===== src/rtl/cdb_arbiter.sv =====
// rtl/cdb_arbiter.sv - round-robin arbiter sharing CDB_WIDTH broadcast lanes among NUM_FU functional units
module cdb_arbiter #(
    parameter int NUM_FU    = 4,
    parameter int CDB_WIDTH = 2,
    parameter int ROB_IDX_W = 5,
    parameter int PRF_IDX_W = 6,
    parameter int ARF_IDX_W = 5,
    parameter int DATA_W    = 32
) (
    input  logic                           clk,
    input  logic                           rst,
    input  logic                           flush,
    input  logic [NUM_FU-1:0]              fu_valid,
    output logic [NUM_FU-1:0]              fu_ready,
    input  logic [NUM_FU*ROB_IDX_W-1:0]    fu_rob_id,
    input  logic [NUM_FU*PRF_IDX_W-1:0]    fu_rd_phy,
    input  logic [NUM_FU*ARF_IDX_W-1:0]    fu_rd_arch,
    input  logic [NUM_FU*DATA_W-1:0]       fu_rd_v,
    input  logic [NUM_FU-1:0]              fu_regf_we,
    output logic [CDB_WIDTH-1:0]           cdb_valid,
    output logic [CDB_WIDTH*ROB_IDX_W-1:0] cdb_rob_id,
    output logic [CDB_WIDTH*PRF_IDX_W-1:0] cdb_rd_phy,
    output logic [CDB_WIDTH*ARF_IDX_W-1:0] cdb_rd_arch,
    output logic [CDB_WIDTH*DATA_W-1:0]    cdb_rd_v,
    output logic [CDB_WIDTH-1:0]           cdb_regf_we
);

    localparam int PTR_W = (NUM_FU > 1) ? $clog2(NUM_FU) : 1;

    logic [PTR_W-1:0]     rr_ptr;
    logic [PTR_W-1:0]     next_ptr;
    logic [PTR_W-1:0]     lane_sel [CDB_WIDTH];
    logic [CDB_WIDTH-1:0] lane_hit;
    int                   grant_cnt;
    int                   scan_idx;

    // Scan from rr_ptr with wrap; the k-th valid FU found lands on lane k.
    always_comb begin
        fu_ready  = '0;
        lane_hit  = '0;
        next_ptr  = rr_ptr;
        grant_cnt = 0;
        scan_idx  = 0;
        for (int k = 0; k < CDB_WIDTH; k++) begin
            lane_sel[k] = '0;
        end
        if (!rst && !flush) begin
            for (int off = 0; off < NUM_FU; off++) begin
                scan_idx = int'(rr_ptr) + off;
                if (scan_idx >= NUM_FU) begin
                    scan_idx = scan_idx - NUM_FU;
                end
                if (fu_valid[scan_idx] && grant_cnt < CDB_WIDTH) begin
                    fu_ready[scan_idx]  = 1'b1;
                    lane_sel[grant_cnt] = PTR_W'(scan_idx);
                    lane_hit[grant_cnt] = 1'b1;
                    grant_cnt           = grant_cnt + 1;
                    next_ptr            = (scan_idx == NUM_FU - 1) ? '0 : PTR_W'(scan_idx + 1);
                end
            end
        end
    end

    always_ff @(posedge clk) begin
        if (rst) begin
            rr_ptr      <= '0;
            cdb_valid   <= '0;
            cdb_rob_id  <= '0;
            cdb_rd_phy  <= '0;
            cdb_rd_arch <= '0;
            cdb_rd_v    <= '0;
            cdb_regf_we <= '0;
        end else begin
            rr_ptr <= next_ptr;
            for (int k = 0; k < CDB_WIDTH; k++) begin
                cdb_valid[k] <= lane_hit[k];
                if (lane_hit[k]) begin
                    cdb_rob_id[k*ROB_IDX_W +: ROB_IDX_W]  <= fu_rob_id[int'(lane_sel[k])*ROB_IDX_W +: ROB_IDX_W];
                    cdb_rd_phy[k*PRF_IDX_W +: PRF_IDX_W]  <= fu_rd_phy[int'(lane_sel[k])*PRF_IDX_W +: PRF_IDX_W];
                    cdb_rd_arch[k*ARF_IDX_W +: ARF_IDX_W] <= fu_rd_arch[int'(lane_sel[k])*ARF_IDX_W +: ARF_IDX_W];
                    cdb_rd_v[k*DATA_W +: DATA_W]          <= fu_rd_v[int'(lane_sel[k])*DATA_W +: DATA_W];
                    cdb_regf_we[k]                        <= fu_regf_we[lane_sel[k]];
                end else begin
                    cdb_rob_id[k*ROB_IDX_W +: ROB_IDX_W]  <= '0;
                    cdb_rd_phy[k*PRF_IDX_W +: PRF_IDX_W]  <= '0;
                    cdb_rd_arch[k*ARF_IDX_W +: ARF_IDX_W] <= '0;
                    cdb_rd_v[k*DATA_W +: DATA_W]          <= '0;
                    cdb_regf_we[k]                        <= 1'b0;
                end
            end
        end
    end

endmodule


===== config.mk =====
export PLATFORM = sky130hd
export DESIGN_NAME = cdb_arbiter
export DESIGN_NICKNAME = d
export VERILOG_FILES = /design/src/rtl/cdb_arbiter.sv
export SDC_FILE = /design/constraint.sdc
export NUM_CORES = 1
export LEC_CHECK = 0
export BUFFER_PORTS_ARGS = -buffer_cell sky130_fd_sc_hd__buf_2
export CORE_AREA = 2 2 147 92
export DETAILED_ROUTE_END_ITERATION = 7
export DIE_AREA = 0 0 149 94
export GPL_ROUTABILITY_DRIVEN = 1
export PLACE_DENSITY = 0.81
export SLEW_MARGIN = 15
export SYNTH_ARGS = -nofsm -noshare
export SYNTH_HDL_FRONTEND = slang
export SYNTH_SLANG_ARGS = --single-unit

===== constraint.sdc =====
create_clock -name clk -period 15.4 [get_ports clk]
set_clock_uncertainty 0.2 [all_clocks]
set_input_delay 1.54 -clock clk [delete_from_list [all_inputs] [get_ports clk]]
set_output_delay 1.54 -clock clk [all_outputs]
set_load 0.03 [all_outputs]

==> results of run 1 <==
==> final cells by class <==
| type | instances | area, um^2 |
|---|---|---|
| inverters | 8 | 30.0 |
| fillers | 1091 | 4680 |
| multi-input cells | 455 | 3710 |
| clock inverters | 7 | 68.8 |
| repair buffers | 316 | 1610 |
| flip-flops and latches | 102 | 2040 |
| well taps | 170 | 213 |
| clock buffers | 9 | 225 |
==> logic make-up (layout without fill, tap and decap cells) <==
| logic type | Yosys count | count (layout) | synth area share, % |
|---|---|---|---|
| mux | 163 | 163 | 27.2 |
| simple gates | 143 | 143 | 11.8 |
| compound gates | 138 | 138 | 17.7 |
| flops | 102 | 102 | 33.0 |
| buf+inv | 73 | 340 | 7.89 |
| fa+ha+maj | 11 | 11 | 2.35 |
==> per-stage QoR <==
stage          hold slack (ps)  area (um^2)  setup WS [ps]
5_1_grt                    591         7890           8090
6_report                   536         7890           8400
4_1_cts                    540         7890           8470
2_1_floorplan              512         6180           9500
3_3_place_gp               518         7600           8630
3_5_place_dp               534         7600           8480
==> critical path, stage by stage, from the launching register on <==
cell      delay [ps]
dfxtp_1          720
inv_1            140
ha_1             750
mux4_2           720
ha_1             300
nand2b_1         180
o22ai_2          410
inv_1            130
fa_1             530
or4_4            520
o41a_4           170
a31oi_4          140
buf_4            520
buf_4            910
mux2i_1          320
o22ai_1          110
==> path summary, 6_finish.rpt <==
path / cells past startpoint / from / slack, ps / to
hold reg to reg: 3 / rr_ptr[0] / 540 / rr_ptr[0]
hold / removal: 3 / rr_ptr[0] / 540 / rr_ptr[0]
setup / recovery: 15 / rr_ptr[1] / 8400 / cdb_regf_we[1]
setup reg to reg: 15 / rr_ptr[1] / 8400 / cdb_regf_we[1]
==> power by group <==
group	internal [mW]	leakage, nW	switching (mW)
Clock	0.114	0.143	0.112
Combinational	0.286	2.72	0.583
Sequential	0.366	0.834	0.0328
==> registers in the layout, indices dropped and copies added (netlist names) <==
signal       count
cdb_rd_arch     10
rr_ptr           2
cdb_regf_we      2
cdb_rob_id      10
cdb_rd_phy      12
cdb_valid        2
cdb_rd_v        64
==> metal layers <==
metal	wire (um)	GRT usage [%]	share of wire [%]
met1	7590	30.4	39
met2	9230	45.7	48
met3	1800	8.16	9.3
met4	784	13.8	4.0
met5	0	0	0
==> synth_stat cells (3+ instances only) <==
master | n | area, um^2
a21oi_1 | 12 | 60.1
a222oi_1 | 3 | 30.0
a31oi_1 | 3 | 18.8
buf_2 | 19 | 95.1
buf_4 | 14 | 105
buf_6 | 8 | 90.1
buf_8 | 4 | 60.1
clkbuf_1 | 17 | 63.8
dfxtp_1 | 102 | 2040
ha_1 | 10 | 125
inv_1 | 6 | 22.5
mux2i_1 | 158 | 1580
mux4_2 | 4 | 90.1
nand2_1 | 12 | 45.0
nand3_1 | 100 | 500
nor2_1 | 8 | 30.0
nor3_1 | 6 | 30.0
o211ai_1 | 28 | 210
o211ai_2 | 21 | 263
o22ai_1 | 51 | 319
==> impl_metrics.json, run 1 <==
{
  "status": "completed",
  "cts_setup_buffers": 0,
  "yosys_register_bits": 102,
  "wirelength_mm": 19.4,
  "instances_no_fill": 1067,
  "cts_buffer_depth": 2,
  "final_util_pct": 62.8,
  "first_pass_iters": 6,
  "synthToLayoutAreaGrowth_pct": 27.6,
  "grt_max_degree": 63,
  "dpl.hpwl_mm": 13.9,
  "syn_area_um2": 6180,
  "dr_total_vias": 6220,
  "coreArea_um2": 12600,
  "synth_flop_cell": "dfxtp_1",
  "synthCells": 630,
  "die_x_um": 149,
  "worstSetupEndpointType": "register",
  "cp-start-kind": "register",
  "seq_area_frac_synth_pct": 33.0,
  "p_leak_nw": 3.70,
  "syn_area_per_cell_um2": 9.81,
  "post_cts_resized": 0,
  "min_path_type": "register to register",
  "start_util_pct": 49.2,
  "maxCapViolCount": 0,
  "cp_data_required_time_ps": 15390,
  "synth_cell_types": 54,
  "hold_viol": 0,
  "place_congestion": 0.952,
  "ir_drop_mv": 0.0846,
  "ctsHoldBuffers": 0,
  "grt_pass1_vias": 6232,
  "arrival_ps": 7000,
  "synth_edf_count": 0,
  "clock.fmax_ghz": 0.143,
  "synth_nets": 844,
  "setup_tns_ps": 0,
  "fin_nets": 1106,
  "drt_iter0_drc": 309,
  "avgRoutedWirePerCell_um": 18.2,
  "numCtsBuffers": 9,
  "gr-total-overflow": 0,
  "setup_viol": 0,
  "drive_gt1_share_pct": 41.5,
  "slew_headroom_pct": 21.0,
  "crit_path_max_fanout": 62,
  "tightestPinTransition_ps": 1190,
  "layout_min_cycle_time_ps": 7000,
  "final_antenna_net_count": 0,
  "n_antenna_cell": 0,
  "io_buffers": 306,
  "cts_max_level": 3,
  "rsz0062_at_grt": "false",
  "async_reset_ff_share_pct": 0,
  "antenna_found_initial": 0,
  "clock-sinks": 102,
  "final_max_slew_viol_count": 0,
  "yosysWarnings": 0,
  "critical_path_class": "register to register",
  "grt_pass1_wl_mm": 30.0,
  "dp.cells": 1051,
  "pwr_density_cell_nw_per_um2": 189,
  "fin_crit_sh_pct": 45.5,
  "fp.dieH_um": 94,
  "grtUsageTotal_pct": 26.7,
  "layout_common_cells": "buf_2, mux2i_1, dfxtp_1",
  "drc": 0,
  "drt-vias-per-instance": 5.83,
  "finalPower_mw": 1.49,
  "cts_tree": "done",
  "insertion_delay_ps": 330,
  "placementRows": 32,
  "clk_pin_slew_ps": 70,
  "cts-root-buf": "clkbuf_16",
  "layout_commonest_cell": "buf_2",
  "pin_count": 307,
  "dieArea_um2": 14000
}
No activity file was read; power rests on OpenSTA's default activity.
==> inputs of run 2 (changes only) <==
Settings changed: ABC_AREA set to 1, CORE_AREA 2 2 147 92 to 2 2 168 104, DIE_AREA 0 0 149 94 to 0 0 170 106, PLACE_DENSITY 0.81 to 0.73.
Clock period 15.4 ns to 5.97 ns, I/O delays scaled along.
==> run 2 against run 1 <==
Against the previous run:
- first-iteration DRC count grew to 3.8 times the previous value
- flip-flop and latch count is the same
- highest routed layer unchanged
- setup slack lost 7700 ps
==> impl_metrics.json, run 2 <==
{
  "crit_path_max_fanout": 46,
  "synth-simple-area-share_pct": 43.0,
  "switching_share_pct": 56.1,
  "final_antenna_net_count": 0,
  "dpl_cell_area_um2": 8660,
  "fin_nets": 1663,
  "pin_count": 307,
  "cpMaxStageDelayCell": "dfxtp_1",
  "n_antenna_cell": 0,
  "setup_tns_ps": 0,
  "n_fill_cell": 1658,
  "hold_viol": 0,
  "yosysWarnings": 0,
  "tightestPinTransition_ps": 1150,
  "p_leak_nw": 5.29,
  "maxCapViolCount": 0,
  "dr_total_vias": 9146,
  "placementRows": 37,
  "busiest_layer": "met2",
  "gr-total-overflow": 0,
  "final_max_slew_viol_count": 0,
  "insertion_delay_ps": 340,
  "dieArea_um2": 18000,
  "arrival_ps": 5250,
  "numCtsBuffers": 9,
  "layout_commonest_cell": "nand3_1",
  "drt_iter0_drc": 1183,
  "antenna_found_initial": 0,
  "wirelength_mm": 27.5,
  "synth_compound_area_share_pct": 8.47,
  "grt_pass1_wl_mm": 42.4,
  "synth_mux_area_share_pct": 0,
  "ir_drop_mv": 0.450,
  "fin_hold_ws_ps": 249,
  "multi_input_area_um2": 3860,
  "grt_max_degree": 99,
  "synth.most_common_cell": "nand3_1",
  "synth_cell_types": 28,
  "io_buffers": 306,
  "status": "completed",
  "grt_util_met2_pct": 42.6,
  "seq_area_frac_synth_pct": 28.6,
  "fin_area_um2": 9010,
  "top_regs": "cdb_rd_v: 64 flops, cdb_rd_phy: 12 flops",
  "synthToLayoutAreaGrowth_pct": 26.0,
  "first_pass_iters": 8,
  "post_cts_resized": 0,
  "clock.fmax_ghz": 0.190,
  "yosysTopAreaCellShare_pct": 28.6,
  "crit_buf_inv": 4,
  "clk_pin_slew_ps": 80,
  "combPwrFrac_pct": 64.4,
  "top_register": "cdb_rd_v",
  "regArea_um2": 2040,
  "cp-start-kind": "register",
  "drc": 0,
  "fp.dieH_um": 106,
  "drt-vias-per-instance": 5.48,
  "synth.area.top_cells": "dfxtp_1, nand3_1, nand2_1, inv_1, a21oi_1",
  "grt_pass1_vias": 8308,
  "cts_tree": "done",
  "cts_setup_buffers": 0,
  "avgRoutedWirePerCell_um": 16.5,
  "synth_common_cells": "nand3_1, nand2_1, inv_1",
  "dp.cells": 1652,
  "cpPeakStageDelay_ps": 710,
  "clkPwrFrac_pct": 15.4,
  "switchingPower_mw": 2.57,
  "cp_data_required_time_ps": 5950,
  "fin_ws_ps": 703,
  "synthCells": 1212,
  "yosys_register_bits": 102,
  "largest_reg_flops": 64,
  "synth_nets": 1426,
  "drive_gt1_share_pct": 24.8,
  "cts-root-buf": "clkbuf_16",
  "setup_viol": 0,
  "layout_common_cells": "nand3_1, buf_2, nand2_1",
  "rsz0062_at_grt": "false",
  "grtUsageTotal_pct": 29.2,
  "clock-sinks": 102,
  "fin_crit_sh_pct": 88.2,
  "grtUsageMet3_pct": 6.29,
  "cts_buffer_depth": 2,
  "ctsHoldBuffers": 0,
  "intPower_mw": 2.01,
  "synth_top_family_by_area": "simple AND/OR/NAND/NOR gates",
  "min_path_type": "input pin to register",
  "place_congestion": 0.904,
  "crit_family": "simple AND/OR/NAND/NOR gates",
  "instances_no_fill": 1668,
  "die_x_um": 170,
  "layout_min_cycle_time_ps": 5270,
  "start_util_pct": 42.9,
  "critical_path_class": "register to register",
  "path_cells": "inv_2 > ha_1 > nand3_1 > nand2_2 > ha_1 > inv_1 > nand3_4 > fa_1 > nand2_2 > inv_2 > nand2_1 > nand3_4 > nand2_4 > buf_4 > nand2_1 > nand3_1 > a21oi_1",
  "async_reset_ff_share_pct": 0,
  "grt_use_met1_pct": 42.4,
  "synth_edf_count": 0,
  "syn_area_um2": 7150,
  "cts_max_level": 3,
  "worstSetupEndpointType": "register",
  "pwr_density_cell_nw_per_um2": 509,
  "preCtsSetupSlack_ps": 836,
  "dpl.hpwl_mm": 17.9,
  "syn_area_per_cell_um2": 5.90,
  "yosys.area.top_type": "dfxtp_1",
  "synthAdderAreaFrac_pct": 2.03,
  "synth_flop_cell": "dfxtp_1",
  "p_seq_share_pct": 20.1,
  "slew_headroom_pct": 23.3,
  "synth_xor_area_share_pct": 0.123,
  "coreArea_um2": 16700
}
run 2: path summary, 6_finish.rpt:
path	from	slack, ps	cells past startpoint	to
min reg2reg	rr_ptr[0]	600	2	rr_ptr[0]
max	rr_ptr[0]	700	17	cdb_rd_v[8]
min	rst	250	2	rr_ptr[0]
max reg2reg	rr_ptr[0]	700	17	cdb_rd_v[8]
run 2: kinds of logic (layout without fill, tap and decap cells):
kind of cell | Yosys count | after routing
AOI/OAI and AO/OA | 118 | 118
DFF | 102 | 102
and+or+nand+nor | 660 | 660
adders and majority gates | 11 | 11
xor gates and xnor gates | 1 | 1
buffers and inverters | 320 | 562
run 2: cell type report:
cell class | count | share of cell area, %
Inverter | 229 | 9.57
Tap cell | 214 | 2.97
Clock buffer | 9 | 2.50
Multi-Input combinational cell | 790 | 42.8
Clock inverter | 7 | 1.39
Sequential cell | 102 | 22.7
Timing Repair Buffer | 317 | 18.1
run 2: power groups by stage:
stage / clock network (mW) / registers, mW / logic, mW
6_report: 0.707 / 0.923 / 2.96
3_3_place_gp: 0 / 0.935 / 2.87
4_1_cts: 0.724 / 0.922 / 2.88
5_1_grt: 0.745 / 0.935 / 3.18
3_5_place_dp: 0 / 0.935 / 2.87
2_1_floorplan: 0 / 1.26 / 1.79
run 2: routing by layer:
metal / vias up / wire length (um)
met4: 0 / 641
met5: - / 0
met2: 676 / 11400
met3: 62 / 3310
met1: 4054 / 12100
li1: 4354 / -
run 2: metrics by stage:
step / power (mW) / utilization, %
floorplan: 3.05 / -
global placement: 3.81 / 51.9
detailed placement: 3.81 / 51.9
CTS: 4.53 / 54.0
global route: 4.86 / 54.0
finish: 4.59 / 54.0
